===== config.mk =====
export PLATFORM = sky130hd
export DESIGN_NAME = digit_serial_add_sub
export DESIGN_NICKNAME = d
export VERILOG_FILES = /design/src/rtl/add_sub_pkg.sv /design/src/rtl/add_sub_digit.sv /design/src/rtl/digit_serial_add_sub.sv
export SDC_FILE = /design/constraint.sdc
export NUM_CORES = 1
export LEC_CHECK = 0
export ABC_CLOCK_PERIOD_IN_PS = 7200
export BUFFER_PORTS_ARGS = -buffer_cell sky130_fd_sc_hd__buf_2
export CAP_MARGIN = 20
export CORE_MARGIN = 2
export CORE_UTILIZATION = 60
export CTS_BUF_LIST = sky130_fd_sc_hd__clkbuf_4 sky130_fd_sc_hd__clkbuf_8
export CTS_CLUSTER_DIAMETER = 60
export DETAILED_ROUTE_END_ITERATION = 8
export PLACE_DENSITY_LB_ADDON = 0.12
export REMOVE_ABC_BUFFERS = 1
export SLEW_MARGIN = 0
export SYNTH_ARGS = -nofsm -noshare
export SYNTH_HDL_FRONTEND = slang
export SYNTH_SLANG_ARGS = --single-unit

===== constraint.sdc =====
create_clock -name clk -period 7.2 [get_ports clk]
set_input_delay 2.16 -clock clk [delete_from_list [all_inputs] [get_ports clk]]
set_output_delay 2.16 -clock clk [all_outputs]
set_load 0.1 [all_outputs]

===== src/rtl/add_sub_pkg.sv =====
// ---------------------------------------------------------------------------
// add_sub_pkg
// Shared types and constants for the digit-serial adder/subtractor.
//   state_t  : controller states (IDLE, RUN, DONE)
//   MODE_ADD : control value selecting A+B
//   MODE_SUB : control value selecting A-B
// ---------------------------------------------------------------------------
package add_sub_pkg;

    typedef enum logic [1:0] {
        IDLE = 2'd0,
        RUN  = 2'd1,
        DONE = 2'd2
    } state_t;

    localparam logic MODE_ADD = 1'b0;
    localparam logic MODE_SUB = 1'b1;

endpackage


===== src/rtl/add_sub_digit.sv =====
// ---------------------------------------------------------------------------
// add_sub_digit
// Combinational DIGIT-bit two's-complement add/subtract slice.
// In subtract mode the B slice is one's-complemented here; the "+1" comes in
// through ci on the least significant slice.
// Ports:
//   a, b    : DIGIT-bit operand slices
//   ci      : carry into the slice
//   control : 0 = add, 1 = subtract
//   s       : DIGIT-bit sum slice
//   co      : carry out of the slice
//   c_msb   : carry into the slice's top bit (used for signed overflow)
// ---------------------------------------------------------------------------
module add_sub_digit
    import add_sub_pkg::*;
#(
    parameter int DIGIT = 4
) (
    input  logic [DIGIT-1:0] a,
    input  logic [DIGIT-1:0] b,
    input  logic             ci,
    input  logic             control,
    output logic [DIGIT-1:0] s,
    output logic             co,
    output logic             c_msb
);

    logic [DIGIT-1:0] b_mod;
    logic [DIGIT:0]   sum;

    assign b_mod = b ^ {DIGIT{control == MODE_SUB}};
    assign sum   = {1'b0, a} + {1'b0, b_mod} + {{DIGIT{1'b0}}, ci};
    assign s     = sum[DIGIT-1:0];
    assign co    = sum[DIGIT];
    // Top sum bit is a^b^c_in, so the carry into it can be recovered directly.
    assign c_msb = s[DIGIT-1] ^ a[DIGIT-1] ^ b_mod[DIGIT-1];

endmodule


===== src/rtl/digit_serial_add_sub.sv =====
// ---------------------------------------------------------------------------
// digit_serial_add_sub
// Multi-cycle two's-complement adder/subtractor. WIDTH-bit operands are
// processed one DIGIT-bit slice per clock, LSB slice first, through a single
// reused add_sub_digit slice with a registered carry between slices.
// After the last slice, one further cycle registers the flags (and the
// optional clamp), so out_valid rises NDIG+1 cycles after the accept edge.
// Ports:
//   clk, rst            : clock, synchronous active-high reset
//   in_valid, in_ready  : operation handshake (accepted only in IDLE)
//   a, b, control       : operands and mode (0 = A+B, 1 = A-B)
//   out_valid, out_ready: result handshake (held until out_ready)
//   result              : WIDTH-bit sum/difference (modulo 2^WIDTH)
//   carry               : MSB carry-out; for subtract 1 means no borrow
//   overflow            : signed overflow
//   zero                : result == 0
// Optional feature: define ADD_SUB_SATURATE_EN to clamp the result to the
// most positive/negative value on signed overflow (flags stay raw, zero is
// computed on the clamped value).
// ---------------------------------------------------------------------------
module digit_serial_add_sub
    import add_sub_pkg::*;
#(
    parameter int WIDTH = 16,
    parameter int DIGIT = 4
) (
    input  logic             clk,
    input  logic             rst,
    input  logic             in_valid,
    output logic             in_ready,
    input  logic [WIDTH-1:0] a,
    input  logic [WIDTH-1:0] b,
    input  logic             control,
    output logic             out_valid,
    input  logic             out_ready,
    output logic [WIDTH-1:0] result,
    output logic             carry,
    output logic             overflow,
    output logic             zero
);

    localparam int NDIG  = WIDTH / DIGIT;
    localparam int CNT_W = (NDIG > 1) ? $clog2(NDIG) : 1;
    localparam logic [CNT_W-1:0] LAST_IDX = CNT_W'(NDIG - 1);

    state_t           state;
    state_t           state_next;
    logic [WIDTH-1:0] a_q;
    logic [WIDTH-1:0] b_q;
    logic             ctrl_q;
    logic [CNT_W-1:0] idx;
    logic             carry_reg;
    logic             c_msb;

    logic [DIGIT-1:0] a_sl;
    logic [DIGIT-1:0] b_sl;
    logic [DIGIT-1:0] s_sl;
    logic             co_sl;
    logic             cm_sl;

    logic             accept;
    logic             last;
    logic             finish;
    logic             retire;
    logic             ov_raw;
    logic [WIDTH-1:0] res_final;

`ifdef ADD_SUB_SATURATE_EN
    function automatic logic [WIDTH-1:0] saturate(input logic [WIDTH-1:0] r,
                                                  input logic             ov,
                                                  input logic             a_msb);
        if (!ov) return r;
        // Overflow direction follows the sign of A: positive A clamps high.
        return a_msb ? {1'b1, {(WIDTH-1){1'b0}}} : {1'b0, {(WIDTH-1){1'b1}}};
    endfunction
`endif

    assign accept = in_valid && in_ready;
    assign last   = (idx == LAST_IDX);
    // First DONE cycle registers flags; later DONE cycles only wait.
    assign finish = (state == DONE) && !out_valid;
    assign retire = (state == DONE) && out_valid && out_ready;
    assign ov_raw = carry_reg ^ c_msb;

`ifdef ADD_SUB_SATURATE_EN
    assign res_final = saturate(result, ov_raw, a_q[WIDTH-1]);
`else
    assign res_final = result;
`endif

    // Slice selection by digit index.
    always_comb begin
        a_sl = '0;
        b_sl = '0;
        for (int k = 0; k < NDIG; k++) begin
            if (idx == CNT_W'(k)) begin
                a_sl = a_q[k*DIGIT +: DIGIT];
                b_sl = b_q[k*DIGIT +: DIGIT];
            end
        end
    end

    add_sub_digit #(.DIGIT(DIGIT)) u_digit (
        .a       (a_sl),
        .b       (b_sl),
        .ci      (carry_reg),
        .control (ctrl_q),
        .s       (s_sl),
        .co      (co_sl),
        .c_msb   (cm_sl)
    );

    always_ff @(posedge clk) begin
        if (rst) state <= IDLE;
        else     state <= state_next;
    end

    always_comb begin
        state_next = state;
        in_ready   = 1'b0;
        case (state)
            IDLE: begin
                in_ready = 1'b1;
                if (in_valid) state_next = RUN;
            end
            RUN:     if (last) state_next = DONE;
            DONE:    if (out_valid && out_ready) state_next = IDLE;
            default: state_next = IDLE;
        endcase
    end

    always_ff @(posedge clk) begin
        if (rst) begin
            a_q       <= '0;
            b_q       <= '0;
            ctrl_q    <= 1'b0;
            idx       <= '0;
            carry_reg <= 1'b0;
            c_msb     <= 1'b0;
            result    <= '0;
            carry     <= 1'b0;
            overflow  <= 1'b0;
            zero      <= 1'b0;
            out_valid <= 1'b0;
        end else begin
            if (accept) begin
                a_q       <= a;
                b_q       <= b;
                ctrl_q    <= control;
                carry_reg <= control;   // +1 of two's-complement negate
                idx       <= '0;
            end
            if (state == RUN) begin
                for (int k = 0; k < NDIG; k++) begin
                    if (idx == CNT_W'(k)) result[k*DIGIT +: DIGIT] <= s_sl;
                end
                carry_reg <= co_sl;
                idx       <= idx + 1'b1;
                if (last) c_msb <= cm_sl;
            end
            if (finish) begin
                result    <= res_final;
                carry     <= carry_reg;
                overflow  <= ov_raw;
                zero      <= (res_final == '0);
                out_valid <= 1'b1;
            end
            if (retire) out_valid <= 1'b0;
        end
    end

endmodule


* Word-level counts from Yosys, hierarchy flattened
Index checks and enable logic that the tools add are counted.
** Storage, ports and cells
- Flip-flop bits (word level) :: 59
- Logic and storage cells :: 65
** Operators by class
- $add $sub $neg :: 3
- Eq/ne operators :: 8
- Multiplexer cells :: 17
- Bitwise operators :: 5
- Reduce and logical (&&, ||, !) cells :: 17
** Operators by type and width (count)
- 2-to-1 mux 4 bit :: 8
- zero test 16 bit :: 1
- AND reduction 3 bit :: 5
- 2-to-1 mux 2 bit :: 5
- == test 2 bit, second input constant :: 3
- case mux 2 bit (3 select lines) :: 1
- adder 4 x 4 -> 5 bit :: 1
- adder 5 x 1 -> 5 bit :: 1
- logical AND 1 bit :: 5
- == test 2 x 1 -> 1 bit, second input constant :: 2
- zero test 2 bit :: 2
- inequality test 2 bit, second input constant :: 2
- XOR 4 bit :: 1
- 2-to-1 mux 1 bit :: 3
- XOR 1 bit :: 3
- adder 2 x 1 -> 2 bit, second input constant :: 1
- inequality test 2 x 1 -> 1 bit, second input constant :: 1
- AND reduction 2 bit :: 1
- nonzero test 2 bit :: 1
- OR reduction 2 bit :: 1
- zero test 1 bit :: 1
- inverter 1 bit :: 1

* Logic depth before layout (Yosys ltp)
- Word-level depth :: 10
- Mapped depth :: 15

* Cells and area by module
From an unflattened synthesis, not the netlist that was laid out.
** Second synthesis, totals
- Cells, all modules :: 351
- Area, all modules :: 2765.2 µm²
** By module, submodules not included
- digit_serial_add_sub :: instances 1, cells an instance 329, area each 2557.5 µm²
- add_sub_digit :: instances 1, cells an instance 22, area each 207.7 µm²

* Worst setup path before layout
OpenSTA, ideal clock, no wires.
- Path type :: register to output
- Start :: reg state[0]
- End :: out in_ready
- Arrival :: 1722 ps
- Required time :: 5040 ps
- Slack :: 3318 ps
- Stages on the path, launching flop included :: 3
- Cells stage by stage :: dfxtp_1 buf_2 nor2_1
** Between the ends
- Cells in the longest elaborated chain, start to end :: 2
** Ends and longest elaborated chain
- from (decl) :: RTL line digit_serial_add_sub.sv:46 : state_t state;
- from (signal assigned) :: RTL line digit_serial_add_sub.sv:115 : else state <= state_next;
- zero test 2 bit :: RTL line digit_serial_add_sub.sv:121 : case (state)
- 2-to-1 mux 1 bit :: RTL line digit_serial_add_sub.sv:121
- to (decl) :: RTL line digit_serial_add_sub.sv:30 : output logic in_ready,
Every way passes these cells.

* Worst setup path in the final report
- Start :: reg idx[1]
- End :: reg c_msb
** Between the ends
- Cells in the longest elaborated chain, start to end :: 10
- Elaborated cells between the ends (all ways) :: 18
- Those cells by class :: add/sub: 2; eq/ne: 3; mux: 8; bitwise: 3; reduce/logical: 2
** Ends and longest elaborated chain
- from (decl) :: RTL line digit_serial_add_sub.sv:51 : logic [CNT_W-1:0] idx;
- from (signal assigned) :: RTL line digit_serial_add_sub.sv:158 : idx <= idx + 1'b1;
- zero test 2 bit :: RTL line digit_serial_add_sub.sv:96 : if (idx == CNT_W'(k)) begin
- 2-to-1 mux 4 bit (4 in a row) :: RTL line digit_serial_add_sub.sv:96
- XOR 4 bit :: RTL line add_sub_digit.sv:31 : assign b_mod = b ^ {DIGIT{control == MODE_SUB}};
- adder 4 x 4 -> 5 bit :: RTL line add_sub_digit.sv:32 : assign sum = {1'b0, a} + {1'b0, b_mod} + {{DIGIT{1'b0}}, ci};
- adder 5 x 1 -> 5 bit :: RTL line add_sub_digit.sv:32
- XOR 1 bit (2 in a row) :: RTL line add_sub_digit.sv:36 : assign c_msb = s[DIGIT-1] ^ a[DIGIT-1] ^ b_mod[DIGIT-1];
- to (signal assigned) :: RTL line digit_serial_add_sub.sv:159 : if (last) c_msb <= cm_sl;
- to (decl) :: RTL line digit_serial_add_sub.sv:53 : logic c_msb;
Parallel ways exist; a longest one is shown, timed or not.
A chain may end at the register's enable or synchronous reset.

==> out/qor.yml <==
drt:
  routedWlPerCell_um: 12.61
  drtPass1Iterations: 4
  final_antenna_net_count: 0
  route.detailed.vias_per_inst: 5.363
  drt_iter0_drc: 154
  detail_route.drc_violations: 0
  routed_wl_um: 5560
  dr_total_vias: 2365
finish:
  fillerInstances: 375
  drive_above_1_share_pct: 20.57
  final_common_cell: "sky130_fd_sc_hd__nand2_1"
  top_regs: "a_q x16, b_q x16, result x16"
  antenna_cells: 0
  flow.area_growth_from_synthesis_pct: 17.16
  final_cell_mix: "sky130_fd_sc_hd__nand2_1 (88), sky130_fd_sc_hd__dfxtp_1 (59), sky130_fd_sc_hd__buf_2 (57)"
  final_util_pct: 72.51
  finish.net_count: 430
critical_path:
  critical_path.slowest_cell: "sky130_fd_sc_hd__a2111oi_0"
  worstSetupPathType: "register to register"
  cp_data_required_time_ns: 7.41
  worst-endpoint-arrival_ns: 4.05
  worst_setup_path_end_kind: "register"
  critical_path.most_common_cell: "sky130_fd_sc_hd__ha_1"
  kind_of_start_point_of_the_critical_path: "register"
  cp_max_fo: 17
  cp_slowest_stage_delay_ns: 0.59
  crit_chain: "inv_1, ha_1, and3b_1, a2111oi_0, nor3_1, or2_1, ha_1, or3_4, a211o_1, a2111oi_2, nor3b_1"
clock_network:
  worst_skew_pair.late_latency_ns: 0.33
  cts_h_tree_depth: 3
  cts_resized: 0
  clock_transition_at_the_register_clock_pins_on_the_worst_setup_and_hold_paths_after_cts_ns: 0.07
  cts_setup_buffers: 0
  tritoncts.num_buffers: 9
  clock_sinks: 59
  cts.root.buffer_cell: "sky130_fd_sc_hd__clkbuf_8"
  cts_buffer_depth: 2
  hold_buffers: 0
  cts_tree: "built"
logic_synthesis:
  synth_sequential_area_ratio_pct: 44.13
  synth_seq_cells: 59
  synth-async-reset-ratio_pct: 0
  area_of_the_mapped_netlist_mm2: 0.002676
  post_synth_edffs: 0
  average_cell_area_after_synthesis_um2: 7.918
  yosys_most_used_dff: "sky130_fd_sc_hd__dfxtp_1"
  synth_warnings: 0
  synth_cell_types: 43
  synthCells: 338
sta:
  setup_viol: 0
  fin_crit_sh_pct: 53.34
  worst_hold_slack_ns: 0.4528
  skew_final_ns: 0.008666
  drv_slew: 0
  grt_setup_unrepaired: "no"
  timing_worst_slew_pin_value_ns: 1.054
  final_hold_viol_count: 0
  maxSlewHeadroom_pct: 29.57
  period_needed_ns: 3.841
  postLayoutSetupSlackWorst_ns: 3.359
  fmaxAchievable_mhz: 260.4
  tns_ns: 0
grt:
  grt_remaining_overflow: 0
  first_pass_grt_wire_length_um: 9584
  first_global_vias: 2076
  globalRouteTotalUtil_pct: 24.17
  grt_max_degree: 60
  initial_antenna_violation_count: 0
die:
  floorplan.initialDensity_pct: 61.89
  core_mm2: 0.004324
  chipHeight_um: 70.79
  top_level_ports: 58
  chipWidth_um: 70.79
  dieArea_mm2: 0.005011
  std_cell_rows: 24
run_status:
  run_status: "finished clean"
power:
  p_leak_nw: 1.305
  ir_drop_mv: 0.1613
  design_power_total_w: 0.0007613
  p_per_area_mw_per_mm2: 242.8
run:
  max_cap_violations: 0
hold_path:
  hold_path_class: "register to register"
placed_design:
  place_congestion: 0.8084
  dp.final_hpwl_um: 3818
  port_buffers: 57
  pre_cts_ws_ns: 3.471
[worst max-delay path, delay by kind of cell (launching register included)]
family / cells / cell delay (ns)
adder cells (fa/ha/maj): 2 / 0.78
AO/OA/AOI/OAI: 3 / 1.33
flip-flops: 1 / 0.34
buffers and inverters: 1 / 0.09
AND/OR/NAND/NOR: 5 / 1.16
[where the power goes]
part / switching [W] / total (W) / internal [W] / leakage [nW]
clock network: 0.000121 / 0.000275 / 0.000154 / 0.101
registers: 0.0000108 / 0.000353 / 0.000342 / 0.482
logic: 0.0000872 / 0.000133 / 0.0000460 / 0.722
[cells in the mapped netlist, types with 2 or more instances]
| cell | number | area (um2) |
|---|---|---|
| sky130_fd_sc_hd__nor2b_1 | 2 | 12.51 |
| sky130_fd_sc_hd__ha_1 | 7 | 87.58 |
| sky130_fd_sc_hd__nand2_1 | 88 | 330.3 |
| sky130_fd_sc_hd__a21oi_1 | 56 | 280.3 |
| sky130_fd_sc_hd__buf_1 | 2 | 7.510 |
| sky130_fd_sc_hd__nand3b_1 | 7 | 52.55 |
| sky130_fd_sc_hd__inv_1 | 6 | 22.52 |
| sky130_fd_sc_hd__nor3_1 | 2 | 10.01 |
| sky130_fd_sc_hd__mux2i_1 | 7 | 70.07 |
| sky130_fd_sc_hd__clkbuf_1 | 19 | 71.32 |
| sky130_fd_sc_hd__and2_1 | 3 | 18.77 |
| sky130_fd_sc_hd__a211oi_1 | 10 | 75.07 |
| sky130_fd_sc_hd__buf_2 | 2 | 10.01 |
| sky130_fd_sc_hd__fa_1 | 2 | 40.04 |
| sky130_fd_sc_hd__xor2_1 | 2 | 17.52 |
| sky130_fd_sc_hd__nand2b_1 | 3 | 18.77 |
| sky130_fd_sc_hd__nor4_1 | 4 | 25.02 |
| sky130_fd_sc_hd__and3b_1 | 2 | 17.52 |
| sky130_fd_sc_hd__xnor2_1 | 3 | 26.28 |
| sky130_fd_sc_hd__dfxtp_1 | 59 | 1181 |
| sky130_fd_sc_hd__o21ai_0 | 9 | 45.04 |
| sky130_fd_sc_hd__nor2_1 | 22 | 82.58 |
[final cells by class]
cell class                      instances  area (um2)  share of cell area (%)
Tap cell                               52       65.06                   2.075
Timing Repair Buffer                   58       296.5                   9.457
Inverter                                6       22.52                  0.7183
Multi-Input combinational cell        250        1386                   44.21
Sequential cell                        59        1181                   37.67
Clock buffer                           14       173.9                   5.547
Clock inverter                          2       10.01                  0.3192
[layer usage]
metal	share of wire, %	global-route usage, %	wire, um
met2	49	38.21	2710
met1	45	31.85	2492
met4	1.9	11.32	106
met5	0	0	0
met3	4.5	4.986	250
[final timing paths]
path                              start       to  slack (ns)  cells past startpoint
worst max-delay path             idx[1]    c_msb        3.36                     11
worst min-delay path            a_q[15]  a_q[15]        0.45                      2
worst max register to register   idx[1]    c_msb        3.36                     11
worst min register to register  a_q[15]  a_q[15]        0.45                      2
[logic make-up after synthesis]
kind of cell / synth area share (%)
xor gates and xnor gates: 1.637
adders and majority gates: 4.768
buffers and inverters: 4.161
AOI/OAI and AO/OA: 19.26
DFF: 44.13
and+or+nand+nor: 23.42
muxes: 2.618
[stage by stage]
step / cell area, um2 / std cells
floorplan: 2587 / 315
global placement: 2940 / 424
detailed placement: 2952 / 425
CTS: 3136 / 441
global route: 3136 / 441
finish: 3136 / 441
Note: power is estimated with default switching activity, not from simulation.
